**src/rtl/instr_register_ctrl_pkg.sv**
```systemverilog
// Shared types for the instruction register controller.
//   opcode_t      : instruction opcode
//   operand_t     : signed 32-bit operand
//   address_t     : 5-bit register address (32 entries)
//   instruction_t : packed {opc, op_a, op_b}
//   COUNT_W       : occupancy counter width (holds 0..32)
package instr_register_pkg;

  localparam int unsigned COUNT_W = 6;

  typedef enum logic [3:0] {
    ZERO,
    PASSA,
    PASSB,
    ADD,
    SUB,
    MULT,
    DIV,
    MOD
  } opcode_t;

  typedef logic signed [31:0] operand_t;
  typedef logic [4:0]         address_t;
  typedef logic [COUNT_W-1:0] count_t;

  typedef struct packed {
    opcode_t  opc;
    operand_t op_a;
    operand_t op_b;
  } instruction_t;

endpackage

```
**src/rtl/instr_register_ctrl_if.sv**
```systemverilog
// Bundle of the controller's request, read and register-drive signals.
//   slave  : controller side (instr_register_ctrl)
//   master : environment side (requesters, consumer, register array)
interface instr_register_ctrl_if;
  import instr_register_pkg::*;

  logic [1:0]   req_valid;
  opcode_t      req_opcode    [2];
  operand_t     req_operand_a [2];
  operand_t     req_operand_b [2];
  logic [1:0]   req_ready;

  logic         rd_valid;
  logic         rd_ready;
  instruction_t rd_instruction;

  logic         load_en;
  address_t     write_pointer;
  operand_t     operand_a;
  operand_t     operand_b;
  opcode_t      opcode;
  address_t     read_pointer;
  instruction_t instruction_word;

  logic [COUNT_W-1:0] count;
  logic         full;
  logic         empty;
  logic         flush;

  modport slave (
    input  req_valid, req_opcode, req_operand_a, req_operand_b, rd_ready,
           instruction_word, flush,
    output req_ready, rd_valid, rd_instruction, load_en, write_pointer,
           operand_a, operand_b, opcode, read_pointer, count, full, empty
  );

  modport master (
    output req_valid, req_opcode, req_operand_a, req_operand_b, rd_ready,
           instruction_word, flush,
    input  req_ready, rd_valid, rd_instruction, load_en, write_pointer,
           operand_a, operand_b, opcode, read_pointer, count, full, empty
  );

endinterface

```
**src/rtl/instr_register_ctrl_arb.sv**
```systemverilog
// Two-requester round-robin arbiter.
//   clk, reset : clock, synchronous active-high reset
//   req_i      : request vector
//   accept_i   : a grant was actually taken this cycle
//   gnt_o      : one-hot selection (combinational)
// last_q = 1 means requester 1 was granted last, so 0 wins the first contention.
module rr_arbiter2 (
  input  logic       clk,
  input  logic       reset,
  input  logic [1:0] req_i,
  input  logic       accept_i,
  output logic [1:0] gnt_o
);

  logic last_q, last_d;

  always_comb begin
    gnt_o = '0;
    case (req_i)
      2'b01:   gnt_o = 2'b01;
      2'b10:   gnt_o = 2'b10;
      2'b11:   gnt_o = last_q ? 2'b01 : 2'b10;
      default: gnt_o = '0;
    endcase
    last_d = last_q;
    if (accept_i) last_d = gnt_o[1];
  end

  always_ff @(posedge clk) begin
    if (reset) last_q <= 1'b1;
    else       last_q <= last_d;
  end

endmodule

```
**src/rtl/instr_register_ctrl.sv**
```systemverilog
// Instruction register controller: arbitrates two writers into a 32-entry
// external register array used as a FIFO, and presents the oldest committed
// entry to a consumer.
//   clk, reset : clock, synchronous active-high reset
//   bus        : requests/grants, read handshake, register drive
//                (load_en, write_pointer, operands, opcode, read_pointer),
//                register read data, count/full/empty, flush
// A write is driven one cycle after its accept and counted one cycle later,
// when the register has actually captured it.
module instr_register_ctrl
  import instr_register_pkg::*;
#(
  parameter int unsigned NUM_ENTRIES = 32
) (
  input logic                  clk,
  input logic                  reset,
  instr_register_ctrl_if.slave bus
);

  localparam count_t DEPTH = count_t'(NUM_ENTRIES);

  address_t wr_ptr_q, wr_ptr_d;
  address_t rd_ptr_q, rd_ptr_d;
  count_t   count_q, count_d;
  logic     load_en_q, load_en_d;
  address_t wp_q, wp_d;
  operand_t opa_q, opa_d;
  operand_t opb_q, opb_d;
  opcode_t  opc_q, opc_d;

  logic [1:0] gnt;
  logic [1:0] ready;
  logic       accept;
  logic       sel;
  logic       pop;
  logic       rd_valid;
  logic       full_or_pending;

  // An in-flight write (load_en_q) already owns a slot.
  assign full_or_pending = (count_q + count_t'(load_en_q)) == DEPTH;

  rr_arbiter2 u_arb (
    .clk      (clk),
    .reset    (reset),
    .req_i    (bus.req_valid),
    .accept_i (accept),
    .gnt_o    (gnt)
  );

  always_comb begin
    ready = '0;
    if (!reset && !bus.flush && !full_or_pending) ready = bus.req_valid & gnt;
  end

  assign accept   = |ready;
  assign sel      = ready[1];
  assign rd_valid = !reset && (count_q != '0);
  assign pop      = rd_valid && bus.rd_ready;

  always_comb begin
    wr_ptr_d  = wr_ptr_q;
    rd_ptr_d  = rd_ptr_q;
    count_d   = count_q;
    load_en_d = 1'b0;
    wp_d      = wp_q;
    opa_d     = opa_q;
    opb_d     = opb_q;
    opc_d     = opc_q;
    if (bus.flush) begin
      wr_ptr_d = '0;
      rd_ptr_d = '0;
      count_d  = '0;
    end else begin
      if (accept) begin
        load_en_d = 1'b1;
        wp_d      = wr_ptr_q;
        wr_ptr_d  = wr_ptr_q + address_t'(1);
        opc_d     = bus.req_opcode[sel];
        opa_d     = bus.req_operand_a[sel];
        opb_d     = bus.req_operand_b[sel];
      end
      if (pop) rd_ptr_d = rd_ptr_q + address_t'(1);
      count_d = count_q + count_t'(load_en_q) - count_t'(pop);
    end
  end

  always_ff @(posedge clk) begin
    if (reset) begin
      wr_ptr_q  <= '0;
      rd_ptr_q  <= '0;
      count_q   <= '0;
      load_en_q <= 1'b0;
      wp_q      <= '0;
      opa_q     <= '0;
      opb_q     <= '0;
      opc_q     <= ZERO;
    end else begin
      wr_ptr_q  <= wr_ptr_d;
      rd_ptr_q  <= rd_ptr_d;
      count_q   <= count_d;
      load_en_q <= load_en_d;
      wp_q      <= wp_d;
      opa_q     <= opa_d;
      opb_q     <= opb_d;
      opc_q     <= opc_d;
    end
  end

  assign bus.req_ready      = ready;
  assign bus.rd_valid       = rd_valid;
  assign bus.rd_instruction = bus.instruction_word;
  assign bus.load_en        = load_en_q;
  assign bus.write_pointer  = wp_q;
  assign bus.operand_a      = opa_q;
  assign bus.operand_b      = opb_q;
  assign bus.opcode         = opc_q;
  assign bus.read_pointer   = rd_ptr_q;
  assign bus.count          = count_q;
  assign bus.full           = (count_q == DEPTH);
  assign bus.empty          = (count_q == '0);

endmodule

```
**src/flat_wrapper.sv**
```systemverilog
// flat-port wrapper written by rule: the top's interface ports become plain ports
module instr_register_ctrl_flat import instr_register_pkg::*;
#(
  parameter int unsigned NUM_ENTRIES = 32
)
  (clk, reset, bus_req_valid, bus_req_opcode, bus_req_operand_a, bus_req_operand_b, bus_rd_ready, bus_instruction_word, bus_flush, bus_req_ready, bus_rd_valid, bus_rd_instruction, bus_load_en, bus_write_pointer, bus_operand_a, bus_operand_b, bus_opcode, bus_read_pointer, bus_count, bus_full, bus_empty);
  instr_register_ctrl_if bus_i ();
  input logic clk;
  input logic reset;
  input wire logic [$bits(bus_i.req_valid)-1:0] bus_req_valid;
  input wire logic [$bits(bus_i.req_opcode)-1:0] bus_req_opcode;
  input wire logic [$bits(bus_i.req_operand_a)-1:0] bus_req_operand_a;
  input wire logic [$bits(bus_i.req_operand_b)-1:0] bus_req_operand_b;
  input wire logic [$bits(bus_i.rd_ready)-1:0] bus_rd_ready;
  input wire logic [$bits(bus_i.instruction_word)-1:0] bus_instruction_word;
  input wire logic [$bits(bus_i.flush)-1:0] bus_flush;
  output wire logic [$bits(bus_i.req_ready)-1:0] bus_req_ready;
  output wire logic [$bits(bus_i.rd_valid)-1:0] bus_rd_valid;
  output wire logic [$bits(bus_i.rd_instruction)-1:0] bus_rd_instruction;
  output wire logic [$bits(bus_i.load_en)-1:0] bus_load_en;
  output wire logic [$bits(bus_i.write_pointer)-1:0] bus_write_pointer;
  output wire logic [$bits(bus_i.operand_a)-1:0] bus_operand_a;
  output wire logic [$bits(bus_i.operand_b)-1:0] bus_operand_b;
  output wire logic [$bits(bus_i.opcode)-1:0] bus_opcode;
  output wire logic [$bits(bus_i.read_pointer)-1:0] bus_read_pointer;
  output wire logic [$bits(bus_i.count)-1:0] bus_count;
  output wire logic [$bits(bus_i.full)-1:0] bus_full;
  output wire logic [$bits(bus_i.empty)-1:0] bus_empty;
  assign bus_i.req_valid = bus_req_valid;
  assign bus_i.req_opcode = {>>{bus_req_opcode}};
  assign bus_i.req_operand_a = {>>{bus_req_operand_a}};
  assign bus_i.req_operand_b = {>>{bus_req_operand_b}};
  assign bus_i.rd_ready = bus_rd_ready;
  assign bus_i.instruction_word = bus_instruction_word;
  assign bus_i.flush = bus_flush;
  assign bus_req_ready = bus_i.req_ready;
  assign bus_rd_valid = bus_i.rd_valid;
  assign bus_rd_instruction = bus_i.rd_instruction;
  assign bus_load_en = bus_i.load_en;
  assign bus_write_pointer = bus_i.write_pointer;
  assign bus_operand_a = bus_i.operand_a;
  assign bus_operand_b = bus_i.operand_b;
  assign bus_opcode = bus_i.opcode;
  assign bus_read_pointer = bus_i.read_pointer;
  assign bus_count = bus_i.count;
  assign bus_full = bus_i.full;
  assign bus_empty = bus_i.empty;
  instr_register_ctrl #(.NUM_ENTRIES(NUM_ENTRIES)) u_core (.clk(clk), .reset(reset), .bus(bus_i));
endmodule
```
**config.mk**
```make
export PLATFORM = sky130hd
export DESIGN_NAME = instr_register_ctrl_flat
export DESIGN_NICKNAME = d
export VERILOG_FILES = /design/src/rtl/instr_register_ctrl_pkg.sv /design/src/rtl/instr_register_ctrl_if.sv /design/src/rtl/instr_register_ctrl_arb.sv /design/src/rtl/instr_register_ctrl.sv /design/src/flat_wrapper.sv
export SDC_FILE = /design/constraint.sdc
export NUM_CORES = 1
export LEC_CHECK = 0
export CAP_MARGIN = 20
export CORE_AREA = 2 2 143 145
export DETAILED_ROUTE_END_ITERATION = 7
export DIE_AREA = 0 0 145 147
export PLACE_DENSITY = 0.74
export SLEW_MARGIN = 20
export SYNTH_ARGS = -nofsm -noshare
export SYNTH_HDL_FRONTEND = slang
export SYNTH_SLANG_ARGS = --single-unit
```
**constraint.sdc**
```tcl
create_clock -name clk -period 4.23 [get_ports clk]
set_input_delay 0.423 -clock clk [delete_from_list [all_inputs] [get_ports clk]]
set_output_delay 0.423 -clock clk [all_outputs]
set_load 0.01 [all_outputs]
```
* Yosys cells after proc, flatten, opt, wreduce, memory -nomap -nowiden *
Index checks and enable logic that the tools add are counted.

operators by class
  order comparisons = 1
  mux-type cells = 13
  reductions and logical operators = 12
  add/subtract/negate cells = 4
  eq/ne operators = 5
  bitwise gates (word level) = 3

operators with widths
  cell                                                             count
  32-bit two-way mux                                               6
  6-bit == test, second input constant                             2
  4-bit two-way mux                                                3
  5-bit by 1-bit adder with 5-bit output, second input constant    2
  6-bit by 1-bit adder with 6-bit output                           1
  6-bit zero test                                                  1
  2-bit one-hot mux with 3 select lines                            1
  6-bit nonzero test                                               1
  6-bit by 1-bit subtractor with 6-bit output                      1
  2-bit == test, second input constant                             2
  1-bit logical AND                                                4
  2-bit two-way mux                                                2
  2-bit OR reduction                                               2
  1-bit zero test                                                  3
  2-bit AND                                                        1
  2-bit by 1-bit == test with 1-bit output, second input constant  1
  2-bit greater-or-equal comparator, second input constant         1
  1-bit NOT with 2-bit output                                      1
  2-bit AND reduction                                              1
  1-bit two-way mux                                                1
  1-bit NOT                                                        1

storage, ports and cells
  flip-flop bits (word level) = 91
  input port bits = 210

* Longest topological paths before layout *
  word-level depth = 9
  mapped depth = 11
  gate-level depth less buffers = 9

* By module *
A second synthesis with hierarchy kept.

unflattened totals
  cell total of the unflattened synthesis = 524
  area total of the unflattened synthesis = 5022.3 um^2

by module, submodules not included
  module               area an instance (um^2)  cells each  times used
  instr_register_ctrl  4968.5                   518         1
  rr_arbiter2          53.8                     6           1

* Worst setup path after synthesis *
OpenSTA, ideal clock, no wires.

  path type = register to register
  from = register u_core.count_q[3], in the netlist u_core.bus.count[3]
  to = register u_core.count_q[4], in the netlist u_core.bus.count[4]
  data required time = 4102 ps
  period minus slack after synthesis = 2515 ps
  setup slack = 1715 ps
  cell stages (with the launch flop) = 12
  path buffers = 2
  arrival = 2388 ps
  cells stage by stage = dfxtp_1 > buf_2 > or4_1 > o311a_1 > clkbuf_1 > ha_1 > ha_1 > nor2_1 > a31oi_1 > a31oi_1 > xor2_1 > nor2_1

between the ends
  cells in the longest elaborated chain, start to end = 4
  elaborated cells between the ends (all ways) = 5

ends and longest elaborated chain
  what                                         RTL line                    RTL
  start: declaration                           instr_register_ctrl.sv:24   count_t count_q, count_d;
  start signal: assignment                     instr_register_ctrl.sv:100  count_q <= count_d;
  6-bit nonzero test                           instr_register_ctrl.sv:57   assign rd_valid = !reset && (count_q != '0);
  1-bit logical AND                            instr_register_ctrl.sv:57
  1-bit logical AND                            instr_register_ctrl.sv:58   assign pop = rd_valid && bus.rd_ready;
  net u_core.pop                               instr_register_ctrl.sv:35   logic pop;
  6-bit by 1-bit subtractor with 6-bit output  instr_register_ctrl.sv:83   count_d = count_q + count_t'(load_en_q) - count_t'(pop);

The timed path passes the listed nets, and every way through them passes these cells.
A chain may end at the register's enable or synchronous reset.

* Final worst setup path *
  from = register u_core.count_q[0], in the netlist u_core.bus.count[0]
  to = output bus_req_ready[1]

between the ends
  cells in the longest elaborated chain, start to end = 5

ends and longest elaborated chain
  what                                    RTL line                   RTL
  6-bit by 1-bit adder with 6-bit output  instr_register_ctrl.sv:40  assign full_or_pending = (count_q + count_t'(load_en_q)) == DEPTH;
  6-bit == test                           instr_register_ctrl.sv:40
  1-bit zero test                         instr_register_ctrl.sv:52  if (!reset && !bus.flush && !full_or_pending) ready = bus.req_valid & gnt;
  1-bit logical AND                       instr_register_ctrl.sv:52
  2-bit two-way mux                       instr_register_ctrl.sv:52
  end: declaration                        flat_wrapper.sv:17         output wire logic [$bits(bus_i.req_ready)-1:0] bus_req_ready;

Every way passes these cells.

==> out/metrics.cfg <==
[clocking]
postCtsHoldBufs = 0
cts_buffers = 9
cts_resized = 0
clk-insertion-delay-late_ps = 350
cts_setup_buffers = 0
clkSlewWorstSetupHoldPaths_ps = 80
cts.sinks = 91
h-tree-depth = 3
cts_root_buffer = clkbuf_16
cts_tree = built
clockBufferDepth = 2

[global_routing]
grt_max_degree = 84
grt_util_all_layers_pct = 14.1
gr-total-overflow = 0
antenna_found_initial = 0
grt_pass1_wl_um = 23700
grt_pass1_vias = 4192

[place]
port_buffers = 231
pre_cts_ws_ps = 1220
gp_congestion = 0.821
dpl.hpwl_um = 11500

[routing]
drc = 0
viasPerCell = 4.58
wl_um = 15600
vias = 4240
ant_nets = 0
dr.first_iter.drc_count = 148
detail_route.first_pass.iterations = 5
wl_per_cell_um = 16.8

[floorplan]
rows = 52
coreArea_sq_um = 19800
start_util_pct = 24.7
die_h_um = 147
pin_count = 368
die_area_sq_um = 21300
die_w_um = 145

[synthesis]
ys_ff_latch = 91
synth_area_sq_um = 4910
synth_cell_type_count = 40
syn_nets = 729
syn_inst = 513
yosysWarnings = 0
avgSynthCellArea_sq_um = 9.56
synth_edf_count = 0
ys.flop_type = dfxtp_1
synthArstFlopShare_pct = 0
yosysSeqAreaShare_pct = 37.1

[sta]
timing.final.crit_share_pct = 80.2
fin_crit_ps = 3390
tightest_slew_ps = 810
finalHoldViolations = 0
setup_tns_ps = 0
slew_headroom_pct = 46.0
skew_ps = 9.35
fin_ws_ps = 838
fmax_ghz = 0.295
setup_viol = 0
rsz0062_at_grt = false
report.final.slew_viol_count = 0

[final_layout]
syn2layout_area_growth_pct = 46.4
nets = 867
seqCellArea_sq_um = 1820
antenna_cells = 0
fill_cells = 2012
multi_input_area_sq_um = 2290
layout-drive-gt1-share_pct = 5.03

[flow_run]
maxCapViolations = 0

[pwr]
power.density_nw_per_um2 = 320
vdd_drop_max_mv = 0.170
p_leak_uw = 0.00257

[setup_path]
reg2reg_slack_ps = 1490
worstPathArrival_ps = 2970
critical_path_class = flop to primary output
end_kind = primary output
path_max_fanout = 8
crit_required_ps = 3810
start_kind = flop

[worst_hold_path]
hp-class = flop to flop

[outcome]
outcome = finished clean

-- per-stage QoR --
| step | area [sq um] | hold slack, ps | power, uW | instances | util (%) |
|---|---|---|---|---|---|
| finish | 7180 | 475 | 2300 | 926 | 36.2 |
| global route | 7180 | 487 | 2400 | 926 | 36.2 |
| CTS | 7180 | 479 | 2340 | 926 | 36.2 |
| detailed placement | 6870 | 462 | 1460 | 910 | 34.6 |
| global placement | 6870 | 455 | 1450 | 910 | 34.6 |
| floorplan | 4910 | 451 | 1230 | 513 | - |
-- logic make-up (layout without fill, tap and decap cells) --
| kind of cell | Yosys count | after routing | synth area share (%) |
|---|---|---|---|
| multiplexers | 69 | 69 | 14.1 |
| AO/OA/AOI/OAI | 100 | 100 | 16.2 |
| adder cells (fa/ha/maj) | 6 | 6 | 1.53 |
| flip-flops | 91 | 91 | 37.1 |
| AND/OR/NAND/NOR | 119 | 119 | 12.6 |
| XOR/XNOR | 10 | 10 | 1.79 |
| buffers and inverters | 118 | 261 | 16.7 |
-- layout make-up --
type / instances / share of cell area, %
clock inverter: 7 / 1.22
clock buffer: 9 / 3.13
inverter: 5 / 0.261
multi-input combinational: 304 / 31.9
tap: 270 / 4.70
sequential: 91 / 25.4
timing repair buffer: 240 / 33.5
-- cells in the final DEF (no fill, tap or decap), types with 6 or more instances in the layout --
master / instances
nor2_1: 15
dfxtp_1: 91
buf_4: 7
a21oi_1: 8
o21ai_1: 10
nor3_1: 72
mux2i_1: 69
a31o_1: 68
clkdlybuf4s50_1: 231
clkbuf_16: 9
ha_1: 6
nand3_1: 8
-- path summary, 6_finish.rpt --
path | startpoint | endpoint | depth (start not counted)
hold reg to reg | u_core.bus.operand_b[2] | u_core.bus.operand_b[2] | 1
setup / recovery | u_core.bus.count[0] | bus_req_ready[1] | 7
hold / removal | u_core.bus.operand_b[2] | u_core.bus.operand_b[2] | 1
setup reg to reg | u_core.bus.count[0] | u_core.bus.operand_a[0] | 7
-- sequential cells by signal (all words and copies together) (netlist names) --
register                  flops
u_core.bus.count              6
u_core.bus.load_en            1
u_core.bus.opcode             4
u_core.bus.operand_a         32
u_core.bus.operand_b         32
u_core.bus.read_pointer       5
u_core.bus.write_pointer      5
u_core.u_arb.last_q           1
u_core.wr_ptr_q               5
-- cell usage after synthesis (all sizes together), types with 2 or more instances --
| cell | n | area [sq um] |
|---|---|---|
| nand4 | 4 | 25.0 |
| xor2 | 5 | 43.8 |
| a31oi | 3 | 18.8 |
| mux2i | 69 | 691 |
| a211oi | 2 | 20.0 |
| or4 | 2 | 15.0 |
| inv | 4 | 15.0 |
| or2 | 2 | 12.5 |
| buf | 89 | 708 |
| xnor2 | 5 | 43.8 |
| nor2 | 16 | 62.6 |
| or3 | 4 | 30.0 |
| o211ai | 2 | 15.0 |
| and3 | 2 | 12.5 |
| ha | 6 | 75.1 |
| nand2 | 7 | 42.5 |
| nor3 | 72 | 360 |
| nand3 | 8 | 40.0 |
| a21oi | 9 | 45.0 |
| o21ai | 11 | 55.1 |
| dfxtp | 91 | 1820 |
| clkbuf | 24 | 90.1 |
| a31o | 68 | 596 |
-- power by group --
part           internal [uW]  switching (uW)  leakage (uW)
clock                    475             394      0.000155
sequential               913            30.0      0.000746
combinational            297             191       0.00167
total                   1680             615       0.00257
-- layer usage --
layer / global-route usage [%] / vias to the layer above / wire length [um]
li1: - / 2079 / -
met1: 15.0 / 1949 / 5890
met2: 25.6 / 162 / 8110
met3: 3.91 / 50 / 1070
met4: 7.18 / 0 / 510
met5: 0 / - / 0
-- worst max-delay path: stages (launching register included) --
cell,delay (ps)
dfxtp_1,390
ha_1,270
ha_1,280
xnor2_1,90
a31oi_1,420
a211o_1,390
and3_1,210
clkdlybuf4s50_1,560
Power figures use the tool's default switching activity.
==> patch 1, RTL diff (same flow settings) <==
Set the package constant `COUNT_W` to 12 (it was 6).
--- a/src/rtl/instr_register_ctrl_pkg.sv
+++ b/src/rtl/instr_register_ctrl_pkg.sv
@@ -6,7 +6,7 @@
 //   COUNT_W       : occupancy counter width (holds 0..32)
 package instr_register_pkg;
 
-  localparam int unsigned COUNT_W = 6;
+  localparam int unsigned COUNT_W = 12;
 
   typedef enum logic [3:0] {
     ZERO,
Interface: changed (resized bus_count); port bits go from 368 to 374. The function was not compared with the original's and may differ.
==> patch 1 against the unedited design <==
Setup slack got worse by 0.32 ns; routed wire length rose by 15%; utilization rose by 3.9 points; power fell by 2.0%; sequential share of layout area fell by 0.94 points; register-to-register slack got worse by 0.63 ns; synthesized area rose by 18%; final area rose by 11%; final cell count rose by 17%; clock power fell by 9.3%; sequential cell count rose by 6; critical endpoint is now bus_req_ready[0].
==> patch 1: results (changes against the unedited design) <==
Outcome
  – Status: completed

Synthesis
  – Adder-Cell Fraction of Synth Area: 1.30% (-0.23 points)
  – Largest family of logic cells by synthesized area: simple AND/OR/NAND/NOR gates
  – Post-synthesis cell type count: 52 (+30%)
  – Synth Area in XOR/XNOR: 3.78% (+2.0 points)
  – Multiplexer fraction of the synthesized cell area: 1.04% (-13 points)
  – Synth cell count leaders: nand2_1 (135), dfxtp_1 (97), nor3_1 (75)

Timing
  – Slew headroom: 23.7% (-22 points)
  – Final Worst Setup Slack: 0.521 ns (-0.317 ns)

Drt
  – Drt wl/cell: 16.6 um (-1.1%)
  – Metal3 WL: 1500 um (+40%)
  – Vias: 5381 (+27%)
  – Drt pass-1 iters: 4 (-1)

Global route
  – GR Util All Layers: 16.2% (+2.1 points)
  – Vias in the first global route: 5229 (+25%)
  – First-pass GRT wire length: 27700 um (+17%)

Layout
  – Share of cells above drive strength 1: 12.4% (+7.3 points)
  – Fillers: 2001 (-0.55%)

Worst setup path
  – Reg2reg end: u_core.bus.opcode[1]$_SDFFE_PP0P_
  – Delay-heaviest family, CP: buffers and inverters
  – Worst reg2reg path depth: 11 (+4)
  – Crit Path Max Fanout: 25 (+17)

Placed design
  – Number of port buffers: 237 (+2.6%)
  – Post-DP HPWL: 12300 um (+7.0%)

Power and ir drop
  – Lkg Pwr: 2.58 nW (about the same)
## patch 1: changes by cell type after synthesis, moves of 10 or more
cell / unedited run / this run
a311oi_1: 1 / 30
a311oi_2: 0 / 39
a31o_1: 68 / 0
buf_2: 5 / 19
mux2i_1: 69 / 6
nand2_1: 6 / 135
nand2_2: 0 / 20
nor2_1: 15 / 28
o21ai_0: 1 / 13
o21ai_1: 10 / 0
## patch 1: power by group through the flow
stage	registers (W)	logic, W	clock network [W]
after floorplan	0.00103	0.000258	0
after global routing	0.000998	0.000507	0.000847
after global placement	0.00101	0.000471	0
final	0.000994	0.000472	0.000787
after CTS	0.000993	0.000477	0.000813
after detailed placement	0.00101	0.000475	0
## patch 1: cell type report
class	instances	share of cell area, %
Timing Repair Buffer	244	30.8
Clock buffer	12	3.10
Clock inverter	4	0.362
Multi-Input combinational cell	444	36.6
Tap cell	270	4.25
Sequential cell	97	24.4
Inverter	8	0.441
==> patch 2, RTL diff (same flow settings) <==
Made on the original files. Compare `count_q` against `DEPTH` with >= in place of ==.
--- a/src/rtl/instr_register_ctrl.sv
+++ b/src/rtl/instr_register_ctrl.sv
@@ -116,7 +116,7 @@
   assign bus.opcode         = opc_q;
   assign bus.read_pointer   = rd_ptr_q;
   assign bus.count          = count_q;
-  assign bus.full           = (count_q == DEPTH);
+  assign bus.full           = (count_q >= DEPTH);
   assign bus.empty          = (count_q == '0);
 
 endmodule
Behaviour: same outputs for any inputs over 4 cycles, from zero or initial values and one cycle with reset high; that may be too few to reach the edited logic, so the function may still have changed.
==> patch 2 against the unedited design <==
Routed wire length down 5.6%; hold slack worse by 0.0013 ns; highest routed layer unchanged; via count up 0.33%; power up 2.9%; setup slack better by 0.18 ns; register-to-register slack worse by 0.30 ns; first-iteration DRC count down 20%; final area up 0.10%; sequential cell count unchanged; synthesized area down 1.6%.
==> patch 2: results (changes against the unedited design) <==
Outcome
  – Status: completed

Global route
  – Initial antenna violation count: 0 (unchanged)
  – Vias in the first global route: 4428 (+5.6%)
  – First-pass GRT wire length: 23600 um (-0.46%)
  – Largest net degree at the start of global routing: 77 (-8.3%)
  – GR Util All Layers: 13.9% (-0.23 points)

Layout
  – Fin nets: 863 (-0.46%)
  – Final Non-Filler Cells: 922 (-0.43%)
  – Share of cells above drive strength 1: 8.28% (+3.3 points)

Drt
  – Initial DRC Count: 118 (-20%)
  – Drt wl/cell: 16.0 um (-5.2%)
  – Drt pass-1 iters: 4 (-1)
  – Metal3 WL: 1140 um (+5.9%)
  – WL met2: 7020 um (-13%)
  – Vias per cell: 4.61 (+0.77%)

Synthesis
  – Post-synthesis cell type count: 37 (-7.5%)
  – Synth cell count leaders: dfxtp_1 (91), a21oi_1 (72), buf_4 (69), mux2i_1 (69), a211oi_1 (49)
  – Syn Area/Cell: 9.50 sq um (-0.61%)
  – Share of flip-flops with an asynchronous set or reset: 0% (unchanged)
  – Seq/Total Area, Yosys: 37.7% (+0.60 points)
  – Synthesized Nets: 724 (-0.69%)
  – Leading post-synthesis cells by cell area: dfxtp_1 (38%), mux2i_1 (14%), buf_4 (11%)

Power and ir drop
  – Lkg Pwr: 2.58 nW (+0.15%)
  – Worst VDD drop: 0.153 mV (-9.9%)

Worst setup path
  – Crit Path Max Fanout: 10 (+2)
  – Worst EP arrival: 2.79 ns (-0.18 ns)

Hold path
  – HP Class: input port to register

Placed design
  – Area after DPL: 6860 sq um (-0.18%)
  – Routability cong.: 0.779 (-5.2%)
  – Number of port buffers: 231 (unchanged)
  – Post-DP HPWL: 10900 um (-5.4%)
  – Worst slack, placed: 1.20 ns (-0.0201 ns)
  – Placed cells: 906 (-0.44%)

Clocking
  – CTS Buffer Depth: 2 (unchanged)

Timing
  – Worst-margin pin slew: 0.872 ns (+0.0616 ns)
  – Max Clock Skew: 0.0106 ns (+0.00126 ns)
patch 2: kinds of logic after synthesis:
family	synth area share [%]
AND/OR/NAND/NOR	5.60
multiplexers	14.3
flip-flops	37.7
buffers and inverters	15.2
AO/OA/AOI/OAI	23.9
XOR/XNOR	1.63
adder cells (fa/ha/maj)	1.55
patch 2: final timing paths:
path         depth (start not counted)                                startpoint  slack [ns]                                       end
min                                  3                                     reset        0.47          u_core.u_arb.last_q$_SDFFE_PP1P_
max                                  7            u_core.bus.count[0]$_SDFF_PP0_        1.01                          bus_req_ready[0]
min reg2reg                          1  u_core.bus.write_pointer[2]$_SDFFE_PP0P_        0.49  u_core.bus.write_pointer[2]$_SDFFE_PP0P_
max reg2reg                          8            u_core.bus.count[0]$_SDFF_PP0_        1.19  u_core.bus.write_pointer[0]$_SDFFE_PP0P_
patch 2: cell type report:
type / count / area, sq um
Fill cell: 1987 / 12700
Clock inverter: 7 / 108
Timing Repair Buffer: 239 / 2380
Sequential cell: 91 / 1820
Clock buffer: 9 / 225
Tap cell: 270 / 338
Multi-Input combinational cell: 300 / 2300
Inverter: 6 / 22.5
patch 2: worst max-delay path, stage by stage (launching register included):
cell	delay, ns
dfxtp_1	0.32
ha_1	0.25
ha_1	0.26
xor2_1	0.18
or3_1	0.40
a211oi_4	0.43
nor3_1	0.10
clkdlybuf4s50_1	0.50
patch 2: layer usage:
metal / up-vias / GRT usage (%)
met5: - / 0
met4: 0 / 8.02
met3: 74 / 4.84
met2: 182 / 23.4
met1: 1930 / 15.3
li1: 2068 / -
patch 2: report_power, final:
part           switching [W]  internal [W]
Sequential         0.0000314      0.000915
Clock               0.000371      0.000529
Combinational       0.000216      0.000304
Total               0.000618       0.00175
